`config.mk`:
```
export PLATFORM = sky130hd
export DESIGN_NAME = sc_game_flow_fsm
export DESIGN_NICKNAME = d
export VERILOG_FILES = /design/src/rtl/sc_game_pkg.sv /design/src/rtl/sc_edge_event.sv /design/src/rtl/sc_game_flow_fsm.sv
export SDC_FILE = /design/constraint.sdc
export NUM_CORES = 1
export LEC_CHECK = 0
export ABC_AREA = 1
export CORE_MARGIN = 8
export CORE_UTILIZATION = 60
export DETAILED_ROUTE_END_ITERATION = 16
export PLACE_DENSITY = 0.8
export SLEW_MARGIN = 20
export SYNTH_ARGS = -nofsm -noshare
export SYNTH_HDL_FRONTEND = slang
export SYNTH_SLANG_ARGS = --single-unit
```
`constraint.sdc`:
```
create_clock -name SC_STATEMACHINEGENERAL_CLOCK_50 -period 2.11 [get_ports SC_STATEMACHINEGENERAL_CLOCK_50]
set_input_delay 0.422 -clock SC_STATEMACHINEGENERAL_CLOCK_50 [delete_from_list [all_inputs] [get_ports SC_STATEMACHINEGENERAL_CLOCK_50]]
set_output_delay 0.422 -clock SC_STATEMACHINEGENERAL_CLOCK_50 [all_outputs]
set_load 0.01 [all_outputs]
```
`src/rtl/sc_game_pkg.sv`:
```
// Shared types and defaults for the Frogger game-flow supervisor.
// Holds the fixed 3-bit state encoding so the FSM and any debug logic agree on it.
package sc_game_pkg;

  typedef enum logic [2:0] {
    IDLE      = 3'd0,
    PLAY      = 3'd1,
    HIT       = 3'd2,
    GOAL      = 3'd3,
    HOLD      = 3'd4,
    GAME_OVER = 3'd5,
    WIN       = 3'd6
  } gameState_e;

  localparam int DEFAULT_MAX_LIVES   = 7;
  localparam int DEFAULT_START_LIVES = 3;
  localparam int DEFAULT_NUM_LEVELS  = 5;
  localparam int DEFAULT_HOLD_CYCLES = 25000000;

  // Width of a down-counter that must hold values 0..count-1, never narrower than one bit.
  function automatic int counterWidth(input int count);
    return (count > 1) ? $clog2(count) : 1;
  endfunction

endpackage

```
`src/rtl/sc_edge_event.sv`:
```
// Turns an active-low level into a single-cycle event pulse on its falling edge.
// SYNC_EN adds a 2-flop synchroniser for inputs that come straight from a pin.
// The pulse is combinational from the sampled level, so a synchronous input is
// acted on at the same edge that first sees it low.
module sc_edge_event #(
  parameter bit SYNC_EN = 1'b0
) (
  input  logic clock_i,
  input  logic reset_i,
  input  logic signalLow_i,
  output logic event_o
);

  logic sampledLow;
  logic prevLow_q;

  generate
    if (SYNC_EN) begin : gSync
      logic syncStage1_q;
      logic syncStage2_q;

      // Two-stage synchroniser; idles high so reset never looks like a press.
      always_ff @(posedge clock_i or posedge reset_i) begin
        if (reset_i) begin
          syncStage1_q <= 1'b1;
          syncStage2_q <= 1'b1;
        end else begin
          syncStage1_q <= signalLow_i;
          syncStage2_q <= syncStage1_q;
        end
      end

      assign sampledLow = syncStage2_q;
    end else begin : gNoSync
      assign sampledLow = signalLow_i;
    end
  endgenerate

  // Previous sample keeps tracking at all times so a held-low input fires only once.
  always_ff @(posedge clock_i or posedge reset_i) begin
    if (reset_i) begin
      prevLow_q <= 1'b1;
    end else begin
      prevLow_q <= sampledLow;
    end
  end

  assign event_o = prevLow_q & ~sampledLow;

endmodule

```
`src/rtl/sc_game_flow_fsm.sv`:
```
// Game-flow supervisor for the Frogger datapath: owns lives and level, turns
// collision/goal/start events into life loss, level advance, board-clear holds
// and the latched win/lose states.
// Optional feature macro: SC_GAMEFLOW_BONUS_LIFE_EN (bonus life on each cleared level).
module sc_game_flow_fsm
  import sc_game_pkg::*;
#(
  parameter int MAX_LIVES   = DEFAULT_MAX_LIVES,
  parameter int START_LIVES = DEFAULT_START_LIVES,
  parameter int NUM_LEVELS  = DEFAULT_NUM_LEVELS,
  parameter int HOLD_CYCLES = DEFAULT_HOLD_CYCLES,
  parameter int LIVES_W     = $clog2(MAX_LIVES + 1),
  parameter int LEVEL_W     = $clog2(NUM_LEVELS + 1)
) (
  input  logic               SC_STATEMACHINEGENERAL_CLOCK_50,
  input  logic               SC_STATEMACHINEGENERAL_RESET_InHigh,
  input  logic               startButton_InLow,
  input  logic               collision_InLow,
  input  logic               goal_InLow,
  output logic [LIVES_W-1:0] lives_Out,
  output logic [LEVEL_W-1:0] level_Out,
  output logic               playing_OutHigh,
  output logic               clearBoard_OutLow,
  output logic               gameOver_OutHigh,
  output logic               gameWon_OutHigh
);

  localparam int HOLD_W = counterWidth(HOLD_CYCLES);
  localparam logic [HOLD_W-1:0]  HOLD_LOAD   = HOLD_W'(HOLD_CYCLES - 1);
  localparam logic [LIVES_W-1:0] LIVES_START = LIVES_W'(START_LIVES);
  localparam logic [LEVEL_W-1:0] LEVEL_FIRST = LEVEL_W'(1);
  localparam logic [LEVEL_W-1:0] LEVEL_LAST  = LEVEL_W'(NUM_LEVELS);

  gameState_e         state_q, state_d;
  logic [LIVES_W-1:0] lives_q, lives_d;
  logic [LEVEL_W-1:0] level_q, level_d;
  logic [HOLD_W-1:0]  holdCount_q, holdCount_d;

  logic startEvent;
  logic collisionEvent;
  logic goalEvent;

  sc_edge_event #(.SYNC_EN(1'b1)) uStartEdge (
    .clock_i     (SC_STATEMACHINEGENERAL_CLOCK_50),
    .reset_i     (SC_STATEMACHINEGENERAL_RESET_InHigh),
    .signalLow_i (startButton_InLow),
    .event_o     (startEvent)
  );

  sc_edge_event #(.SYNC_EN(1'b0)) uCollisionEdge (
    .clock_i     (SC_STATEMACHINEGENERAL_CLOCK_50),
    .reset_i     (SC_STATEMACHINEGENERAL_RESET_InHigh),
    .signalLow_i (collision_InLow),
    .event_o     (collisionEvent)
  );

  sc_edge_event #(.SYNC_EN(1'b0)) uGoalEdge (
    .clock_i     (SC_STATEMACHINEGENERAL_CLOCK_50),
    .reset_i     (SC_STATEMACHINEGENERAL_RESET_InHigh),
    .signalLow_i (goal_InLow),
    .event_o     (goalEvent)
  );

  // State, counters and hold timer; reset drops everything back to a fresh game at once.
  always_ff @(posedge SC_STATEMACHINEGENERAL_CLOCK_50 or posedge SC_STATEMACHINEGENERAL_RESET_InHigh) begin
    if (SC_STATEMACHINEGENERAL_RESET_InHigh) begin
      state_q     <= IDLE;
      lives_q     <= LIVES_START;
      level_q     <= LEVEL_FIRST;
      holdCount_q <= '0;
    end else begin
      state_q     <= state_d;
      lives_q     <= lives_d;
      level_q     <= level_d;
      holdCount_q <= holdCount_d;
    end
  end

  // Next-state and counter updates; HIT/GOAL are one-cycle bookkeeping states before HOLD.
  always_comb begin
    state_d     = state_q;
    lives_d     = lives_q;
    level_d     = level_q;
    holdCount_d = holdCount_q;

    case (state_q)
      IDLE: begin
        lives_d = LIVES_START;
        level_d = LEVEL_FIRST;
        if (startEvent) begin
          state_d = PLAY;
        end
      end

      PLAY: begin
        if (collisionEvent) begin
          state_d = HIT;
        end else if (goalEvent) begin
          state_d = GOAL;
        end
      end

      HIT: begin
        if (lives_q <= LIVES_W'(1)) begin
          state_d = GAME_OVER;
          lives_d = '0;
        end else begin
          state_d     = HOLD;
          lives_d     = lives_q - LIVES_W'(1);
          holdCount_d = HOLD_LOAD;
        end
      end

      GOAL: begin
        if (level_q >= LEVEL_LAST) begin
          state_d = WIN;
        end else begin
          state_d     = HOLD;
          level_d     = level_q + LEVEL_W'(1);
          holdCount_d = HOLD_LOAD;
`ifdef SC_GAMEFLOW_BONUS_LIFE_EN
          if (lives_q < LIVES_W'(MAX_LIVES)) begin
            lives_d = lives_q + LIVES_W'(1);
          end
`else
          lives_d = lives_q;
`endif
        end
      end

      HOLD: begin
        if (holdCount_q == '0) begin
          state_d = PLAY;
        end else begin
          holdCount_d = holdCount_q - HOLD_W'(1);
        end
      end

      GAME_OVER, WIN: begin
        if (startEvent) begin
          state_d = IDLE;
          lives_d = LIVES_START;
          level_d = LEVEL_FIRST;
        end
      end

      default: begin
        state_d = IDLE;
      end
    endcase
  end

  assign lives_Out         = lives_q;
  assign level_Out         = level_q;
  assign playing_OutHigh   = (state_q == PLAY);
  assign clearBoard_OutLow = ~((state_q == IDLE) || (state_q == HOLD));
  assign gameOver_OutHigh  = (state_q == GAME_OVER);
  assign gameWon_OutHigh   = (state_q == WIN);

endmodule

```
# ---- Word level (Yosys, flattened, before mapping)
# Cells that the tools add are included.
dict set report word_totals {
  register_bits 39
  inputBits 5
  out_inout_bits 10
  wordCells 62
}
dict set report op_classes {
  add_sub_neg 3
  n_lt_le_gt_ge 2
  n_eq_ne 13
  n_mux 17
  bitwise 7
  reduce_logical 11
}
# op count
set op_table {}
lappend op_table {{25-bit two-way mux} 3}
lappend op_table {{25-bit one-hot mux with 3 select lines} 1}
lappend op_table {{25-bit logical NOT} 1}
lappend op_table {{25-bit by 1-bit subtractor with 25-bit output (second input constant)} 1}
lappend op_table {{3-bit two-way mux} 8}
lappend op_table {{3-bit one-hot mux with 3 select lines} 2}
lappend op_table {{3-bit one-hot mux with 6 select lines} 1}
lappend op_table {{2-bit != test (second input constant)} 6}
lappend op_table {{3-bit == test (second input constant)} 3}
lappend op_table {{3-bit nonzero test} 3}
lappend op_table {{4-bit AND reduction} 2}
lappend op_table {{3-bit by 2-bit == test with 1-bit output (second input constant)} 2}
lappend op_table {{1-bit inverter} 4}
lappend op_table {{3-bit by 1-bit adder with 3-bit output (second input constant)} 1}
lappend op_table {{1-bit AND} 3}
lappend op_table {{3-bit by 1-bit == test with 1-bit output (second input constant)} 1}
lappend op_table {{3-bit greater-or-equal comparator (second input constant)} 1}
lappend op_table {{3-bit by 1-bit less-or-equal comparator with 1-bit output (second input constant)} 1}
lappend op_table {{3-bit logical NOT} 1}
lappend op_table {{3-bit by 1-bit != test with 1-bit output (second input constant)} 1}
lappend op_table {{3-bit AND reduction} 1}
lappend op_table {{3-bit by 1-bit subtractor with 3-bit output (second input constant)} 1}
lappend op_table {{2-bit two-way mux} 1}
lappend op_table {{2-bit AND reduction} 1}
lappend op_table {{3 further kinds} 3}

# ---- Longest topological paths before layout
# Gate-level depths: netlist of run 1.
dict set report logic_depth {
  ltp_word 5
  mapped_depth 11
  mapped_depth_nobuf 10
}

# ---- Hierarchy
# Synthesis of run 1 repeated with hierarchy kept, for this count alone.
dict set report unflattened {
  cells_unflattened 366
  hier_area_um2 2653.8
}
# mod instances cells_per_inst area_per_inst_um2 seq_area_each_um2
set by_module_without_submodules {}
lappend by_module_without_submodules {sc_game_flow_fsm 1 352 2481.1 854.6}
lappend by_module_without_submodules {{sc_edge_event at uStartEdge} 1 6 92.6 78.8}
lappend by_module_without_submodules {{sc_edge_event at uCollisionEdge ...} 2 4 40.0 26.3}

# ---- Least setup slack after synthesis of run 1
# No wires, ideal clock.
dict set report synth_timing {
  path_kind {register to register}
  start {reg lives_q[1], in the netlist lives_Out[1]}
  end {reg holdCount_q[23]}
  setup_time_ps 65
  t_arrival_ps 1633
  required_time_ps 2045
  slack_ps 412
  path_stages_with_launch 11
  path_buffers 1
  cell_sequence {dfstp_2 > inv_1 > ha_1 > o21bai_1 > and2_1 > nand2_1 > nand2_1 > a21oi_1 > buf_2 > nand2_1 > nand2_1}
}
dict set report synth_between {
  elab_chain_len 3
}
# element line_no
set synth_lines {}
lappend synth_lines {{start, declared} sc_game_flow_fsm.sv:35} ;# logic [LIVES_W-1:0] lives_q, lives_d;
lappend synth_lines {{start signal, assigned} sc_game_flow_fsm.sv:73} ;# lives_q <= lives_d;
lappend synth_lines {{3-bit by 1-bit less-or-equal comparator with 1-bit output} sc_game_flow_fsm.sv:104} ;# if (lives_q <= LIVES_W'(1)) begin
lappend synth_lines {{2-bit != test (no source line)} --}
lappend synth_lines {{4-bit AND reduction (no source line)} --}
lappend synth_lines {{end signal, assigned} sc_game_flow_fsm.sv:75} ;# holdCount_q <= holdCount_d;
lappend synth_lines {{end, declared} sc_game_flow_fsm.sv:37} ;# logic [HOLD_W-1:0] holdCount_q, holdCount_d;
# No other way between the ends.
# A chain may end at the register's enable or synchronous reset.

# ---- Final worst setup path of run 1
dict set report layout_timing {
  start {reg state_q[0]}
  end {out gameOver_OutHigh}
}
dict set report layout_between {
  elab_chain_len 1
}
# element line_no
set layout_lines {}
lappend layout_lines {{start, declared} sc_game_flow_fsm.sv:34} ;# gameState_e state_q, state_d;
lappend layout_lines {{start signal, assigned} sc_game_flow_fsm.sv:72} ;# state_q <= state_d;
lappend layout_lines {{3-bit == test} sc_game_flow_fsm.sv:157} ;# assign gameOver_OutHigh = (state_q == GAME_OVER);
lappend layout_lines {{end, declared} sc_game_flow_fsm.sv:24} ;# output logic gameOver_OutHigh,
# No other way between the ends.

==> metrics.md, run 1 <==
| Metric | Value |
|---|---|
| Nature of the critical path endpoint | output pin |
| Worst Hold Class | reg2reg |
| Initial core utilization | 63.17% |
| Fillers | 340 |
| Routed WL per cell | 12.11 um |
| CP cell instances | inv_2 -> nor3_1 -> clkdlybuf4s50_1 |
| Hold Buf Count CTS | 0 |
| Max frequency | 494.4 MHz |
| Startpoint types | flop |
| Maximum vdd drop | 382.0 uV |
| Largest buffer count on any clock path | 2 |
| All-Layer GR Usage | 17.26% |
| Status | complete, no violations |
| Syn avg cell area | 7.089 sq um |
| Total negative setup slack | 0 ns |
| Tightest Pin Transition | 0.4893 ns |
| DR vias/cell | 5.208 |
| Setup repair bufs after CTS | 0 |
| Die H | 81.13 um |
| Drt first pass iters | 4 |
| Area leader, netlist | dfrtp_1 |
| First-pass GRT wire length | 9052 um |
| Skew final | 0.005278 ns |
| Leakage power | 1.403 nW |
| Fin crit period | 2.023 ns |
| Area share of the largest cell type after synthesis | 30.48% |
| Unique masters post-synth | 31 |
| #FFs+latches synth | 39 |
| Finished Core Util | 70.12% |
| Post-cts sizing count | 0 |
| R2R Setup Slk | 0.23 ns |
| Pin count of the biggest net entering global routing | 40 |
| Post-detailed-route count of antenna-violating nets | 0 |
| PwrDens | 510.4 nW/um^2 |
| Slew Limit Fails | 0 |
| Vias in the first global route | 2099 |
| Top-count cell post-synth | nand2_1 |
| Iter 0 DRT Violations | 126 |
| Asr flop ratio synth | 100.0% |
| Die area | 6581 sq um |
| Clock sinks | 39 |
| Layout area overhead | 11.01% |
| Port Buf Inserts | 14 |
| GRT Residual Overflow | 0 |
| Post-synth EDFFs | 0 |
| Max incr delay on CP | 0.57 ns |
| Share of layout cells above drive strength 1 | 15.12% |
| Synth top cells by count | nand2_1, nor2_1, inv_1 |
| Htree depth | 2 |
| GP Congestion | 0.8466 |
| Max_cap viols | 0 |
| Arrival time worst endpoint | 1.60 ns |
| Count of final setup violators | 0 |
| Final hold violation count | 0 |
| Cell row count | 23 |
| Detailed-route DRC error count | 0 |
| Clk_lat worst skew | 0.30 ns |
| Crit share post-route | 95.86% |
| Post-Syn Nets | 370 |
| CTS Buf Count | 5 |
| N_diodes | 0 |
| CTS root buf | clkbuf_8 |
| Dominant register cell in the synthesized netlist | dfrtp_1 |
| Slew Limit Headroom | 67.38% |
| Mapped Area | 2545 sq um |
| Register area | 985.9 sq um |
| Sequential-to-total area share from yosys stat | 38.74% |
| DP HPWL | 3715 um |
| Setup CP Type | reg2out |
| Multi-input gate area | 1358 sq um |
| Worst-path fanout max | 5 |
| Yosys warnings | 0 |
| CTS tree | done |
| Synth area leaders | dfrtp_1, nand2_1, dfstp_2, nand3_1, nor2_1 |
| Layout Nets | 387 |
| Clock-pin slew on the worst setup and hold paths | 0.08 ns |
| Final WL | 5171 um |
| Initial antenna violation count | 0 |
| Critical Path Slowest Stage Cell | clkdlybuf4s50_1 |
| Die W | 81.13 um |
| Floorplan Core Area | 4029 sq um |
| Crit path required time | 1.69 ns |
| RSZ-0062 raised after global routing | false |
| Post-Syn Instances | 359 |
| I/O Pins | 15 |
| Via count | 2224 |
-- power by group --
group / internal [mW] / leakage, nW / switching [mW]
sequential: 0.756 / 0.434 / 0.00171
clock: 0.383 / 0.0612 / 0.277
combinational: 0.00844 / 0.908 / 0.0166
-- sequential cells by signal (all words and copies together), names as in the netlist --
register	flops
lives_Out	3
level_Out	3
uStartEdge.gSync.syncStage1_q	1
uCollisionEdge.prevLow_q	1
uStartEdge.gSync.syncStage2_q	1
uStartEdge.prevLow_q	1
holdCount_q	25
uGoalEdge.prevLow_q	1
state_q	3
-- kinds of logic (layout without fill, tap and decap cells) --
family,after synthesis,in the layout,synth area share [%]
flops,39,39,38.74
simple gates,238,238,41.84
buf+inv,44,62,7.915
fa+ha+maj,6,6,2.950
compound gates,25,25,6.145
xor+xnor,7,7,2.409
-- per-layer routing --
layer | global-route usage (%) | part of all wire [%] | wire length [um]
met2 | 29.11 | 49 | 2532
met3 | 3.201 | 2.9 | 151
met4 | 7.679 | 1.3 | 65
met5 | 0 | 0 | 0
met1 | 20.96 | 47 | 2422
-- path summary, 6_finish.rpt --
check                                                    start                            end  cells past startpoint
setup reg to reg                                  lives_Out[1]                holdCount_q[17]                     10
max in group asynchronous  SC_STATEMACHINEGENERAL_RESET_InHigh           uStartEdge.prevLow_q                      3
hold / removal                   uStartEdge.gSync.syncStage1_q  uStartEdge.gSync.syncStage2_q                      0
min in group asynchronous  SC_STATEMACHINEGENERAL_RESET_InHigh                holdCount_q[16]                      3
setup / recovery                                    state_q[0]               gameOver_OutHigh                      3
hold reg to reg                  uStartEdge.gSync.syncStage1_q  uStartEdge.gSync.syncStage2_q                      0
-- cell type report --
cell class	instances	area share [%]
inverters	37	4.916
well taps	50	2.214
clock inverters	2	1.240
clock buffers	6	2.923
repair buffers	17	5.757
multi-input cells	276	48.05
flip-flops and latches	39	34.90
-- critical path, delay by kind of cell, from the launching register on --
kind / cells / cell delay, ns
buf+inv: 2 / 0.65
flops: 1 / 0.45
simple gates: 1 / 0.20
-- placed cells by master, fill, tap and decap left out, drive strengths merged, types with 6 or more instances in the layout --
master         count
or2                7
nand3             31
nand2            135
nor2              50
clkdlybuf4s50     14
ha                 6
dfstp              8
clkbuf             6
dfrtp             31
o21ai             15
inv               37
nand4              9
-- metrics by stage --
stage | worst slack, ns | area, sq um | hold slack [ns] | std cells | power, mW
global placement | 0.3027 | 2708 | 0.3463 | 419 | 0.7979
finish | 0.08731 | 2825 | 0.3655 | 427 | 1.442
floorplan | 0.4122 | 2545 | 0.3452 | 359 | 0.7835
global route | 0.03490 | 2825 | 0.3683 | 427 | 1.485
CTS | 0.08607 | 2825 | 0.3689 | 427 | 1.456
detailed placement | 0.2322 | 2708 | 0.3571 | 419 | 0.7983
No activity file was read; power rests on OpenSTA's default activity.
==> inputs of run 2 (changes only) <==
CORE_MARGIN = not set   (was 8)
==> run 2 against run 1 <==
Sequential cell count is the same. Critical path depth grew 1. Register-to-register slack gained 0.02 ns. Total power shrank 8.9%. Maximum frequency grew 1.3%. Clock power shrank 20%. Die area shrank 32%. Final area shrank 0.49%. Critical path type unchanged. Critical endpoint is now playing_OutHigh.
==> metrics.md, run 2 (same netlist as run 1, synthesis figures left out) <==
| Metric | Value |
|---|---|
| Internal | 1.028 mW (was 1.147 mW) |
| Slew Limit Headroom | 66.62% (was 67.38%) |
| Die area | 4506 sq um (was 6581 sq um) |
| CTS tree | done (unchanged) |
| Maximum vdd drop | 335.4 uV (was 382.0 uV) |
| Leakage power | 1.396 nW (was 1.403 nW) |
| Most frequent cells in the layout | nand2_1, nor2_1, inv_1 (unchanged) |
| Arrival time worst endpoint | 1.57 ns (was 1.60 ns) |
| GP Congestion | 0.7970 (was 0.8466) |
| Hold_sp | uStartEdge.gSync.syncStage1_q (unchanged) |
| Max_cap viols | 0 (unchanged) |
| Fin crit period | 1.997 ns (was 2.023 ns) |
| Vias in the first global route | 2132 (was 2099) |
| DP HPWL | 3570 um (was 3715 um) |
| Launching point of the worst reg2reg path | lives_Out[1] (unchanged) |
| Final WL | 5032 um (was 5171 um) |
| RSZ-0062 raised after global routing | false (unchanged) |
| Tightest Pin Transition | 0.5008 ns (was 0.4893 ns) |
| N_diodes | 0 (unchanged) |
| Post-cts sizing count | 0 (unchanged) |
| Hold path cells | 0 (unchanged) |
| M3 GR Usage | 5.822% (was 3.201%) |
| I/O Pins | 15 (unchanged) |
| Detailed-route DRC error count | 0 (unchanged) |
| Commonest non-fill, non-tap cell in the layout | nand2_1 (unchanged) |
| Clk pwr share | 40.4% (was 45.7%) |
| Status | complete, no violations (unchanged) |
| Share of layout cells above drive strength 1 | 14.85% (was 15.12%) |
| Layout area overhead | 10.47% (was 11.01%) |
| Total negative setup slack | 0 ns (unchanged) |
| Iter 0 DRT Violations | 136 (was 126) |
| Clock-pin slew on the worst setup and hold paths | 0.08 ns (about the same) |
| Met2 usage | 45.50% (was 29.11%) |
| DR vias/cell | 5.201 (was 5.208) |
| Max frequency | 500.8 MHz (was 494.4 MHz) |
| R2R depth | 10 (unchanged) |
| Hold Path End | uStartEdge.gSync.syncStage2_q (unchanged) |
| GR peak layer | met2 (unchanged) |
| Nature of the critical path endpoint | output pin (unchanged) |
| Slew Limit Fails | 0 (unchanged) |
| Cell row count | 23 (unchanged) |
| Worst Hold Class | reg2reg (unchanged) |
| Htree depth | 2 (unchanged) |
| Setup repair bufs after CTS | 0 (unchanged) |
| Crit path required time | 1.69 ns (about the same) |
| Count of final setup violators | 0 (unchanged) |
| Setup CP Type | reg2out (unchanged) |
| Crit share post-route | 94.64% (was 95.86%) |
| Largest register FFs | 25 (unchanged) |
| Comb pwr share | 1.9% (was 1.7%) |
| Post-detailed-route count of antenna-violating nets | 0 (unchanged) |
| Top reg by flops | holdCount_q (unchanged) |
| Final hold violation count | 0 (unchanged) |
| Drt first pass iters | 4 (unchanged) |
| CTS root buf | clkbuf_8 (unchanged) |
| Via count | 2221 (was 2224) |
| Sequential share of power | 57.7% (was 52.5%) |
| Clk_lat worst skew | 0.30 ns (about the same) |
| PwrDens | 467.1 nW/um^2 (was 510.4 nW/um^2) |
| Worst-path fanout max | 6 (was 5) |
| Switching power | 0.2852 mW (was 0.2951 mW) |
| Pin count of the biggest net entering global routing | 40 (unchanged) |
| Reg-to-reg critical path endpoint | holdCount_q[11] (was holdCount_q[17]) |
| Startpoint types | flop (unchanged) |
| R2R Setup Slk | 0.25 ns (was 0.23 ns) |
| Port Buf Inserts | 14 (unchanged) |
| Finished Core Util | 69.78% (was 70.12%) |
| GRT Residual Overflow | 0 (unchanged) |
| Largest buffer count on any clock path | 2 (unchanged) |
| Hold Buf Count CTS | 0 (unchanged) |
| Initial core utilization | 63.17% (unchanged) |
| Floorplan Core Area | 4029 sq um (unchanged) |
| All-Layer GR Usage | 26.08% (was 17.26%) |
| Sw Ratio | 21.72% (was 20.46%) |
| First-pass GRT wire length | 8804 um (was 9052 um) |
| CTS Buf Count | 5 (unchanged) |
| Skew final | 0.005973 ns (was 0.005278 ns) |
| Die H | 67.13 um (was 81.13 um) |
| Layout Nets | 387 (unchanged) |
| Met1 usage | 29.91% (was 20.96%) |
| Clock sinks | 39 (unchanged) |
| Die W | 67.13 um (was 81.13 um) |
| Initial antenna violation count | 0 (unchanged) |
| Routed WL per cell | 11.78 um (was 12.11 um) |
==> run 2: changes by cell type in the layout (fill, tap and decap cells not counted), sizes merged <==
cell    delta
bufinv     -1
clkbuf     +1
==> run 2: worst max path at each step <==
stage | startpoint | to | slack [ns] | depth (start not counted)
floorplan | lives_Out[1] | holdCount_q[23] | 0.41 | 10
global placement | lives_Out[1] | holdCount_q[17] | 0.30 | 10
detailed placement | lives_Out[1] | holdCount_q[11] | 0.25 | 10
CTS | state_q[2] | playing_OutHigh | 0.11 | 4
global route | state_q[0] | gameOver_OutHigh | 0.01 | 3
finish | state_q[2] | playing_OutHigh | 0.11 | 4
==> run 2: worst max-delay path: stages, from the launching register on <==
cell,delay (ns)
dfrtp_1,0.42
inv_2,0.13
nand3_1,0.11
inv_1,0.08
clkdlybuf4s50_1,0.53
==> run 2: power by group through the flow <==
stage          Clock [mW]  Combinational, mW  Sequential (mW)
2_1_floorplan           0             0.0123            0.771
3_3_place_gp            0             0.0263            0.771
3_5_place_dp            0             0.0263            0.772
4_1_cts             0.543             0.0265            0.757
5_1_grt             0.574             0.0300            0.758
6_report            0.531             0.0252            0.757
==> run 2: area by class of cell <==
cell class	count	area, sq um
sequential	39	985.9
fill	341	1217
timing repair buffer	17	175.2
clock buffer	7	86.33
clock inverter	1	5.005
inverter	37	138.9
multi-input combinational	276	1358
tap	50	62.56
==> run 2: metrics by stage <==
stage	hold slack (ns)	std cells	power (mW)	area [sq um]	setup WS [ns]
global placement	0.3473	419	0.7978	2720	0.3003
finish	0.3584	427	1.313	2811	0.1132
detailed placement	0.3491	419	0.7978	2720	0.2500
CTS	0.3603	427	1.326	2811	0.1102
floorplan	0.3452	359	0.7835	2545	0.4122
global route	0.3656	427	1.362	2811	0.01255
==> run 2: metal layers <==
| metal | vias to the layer above | share of wire [%] | wire [um] |
|---|---|---|---|
| met4 | 0 | 2.6 | 133 |
| li1 | 1161 | - | - |
| met5 | - | 0 | 0 |
| met3 | 12 | 2.7 | 137 |
| met1 | 1019 | 47 | 2350 |
| met2 | 29 | 48 | 2411 |
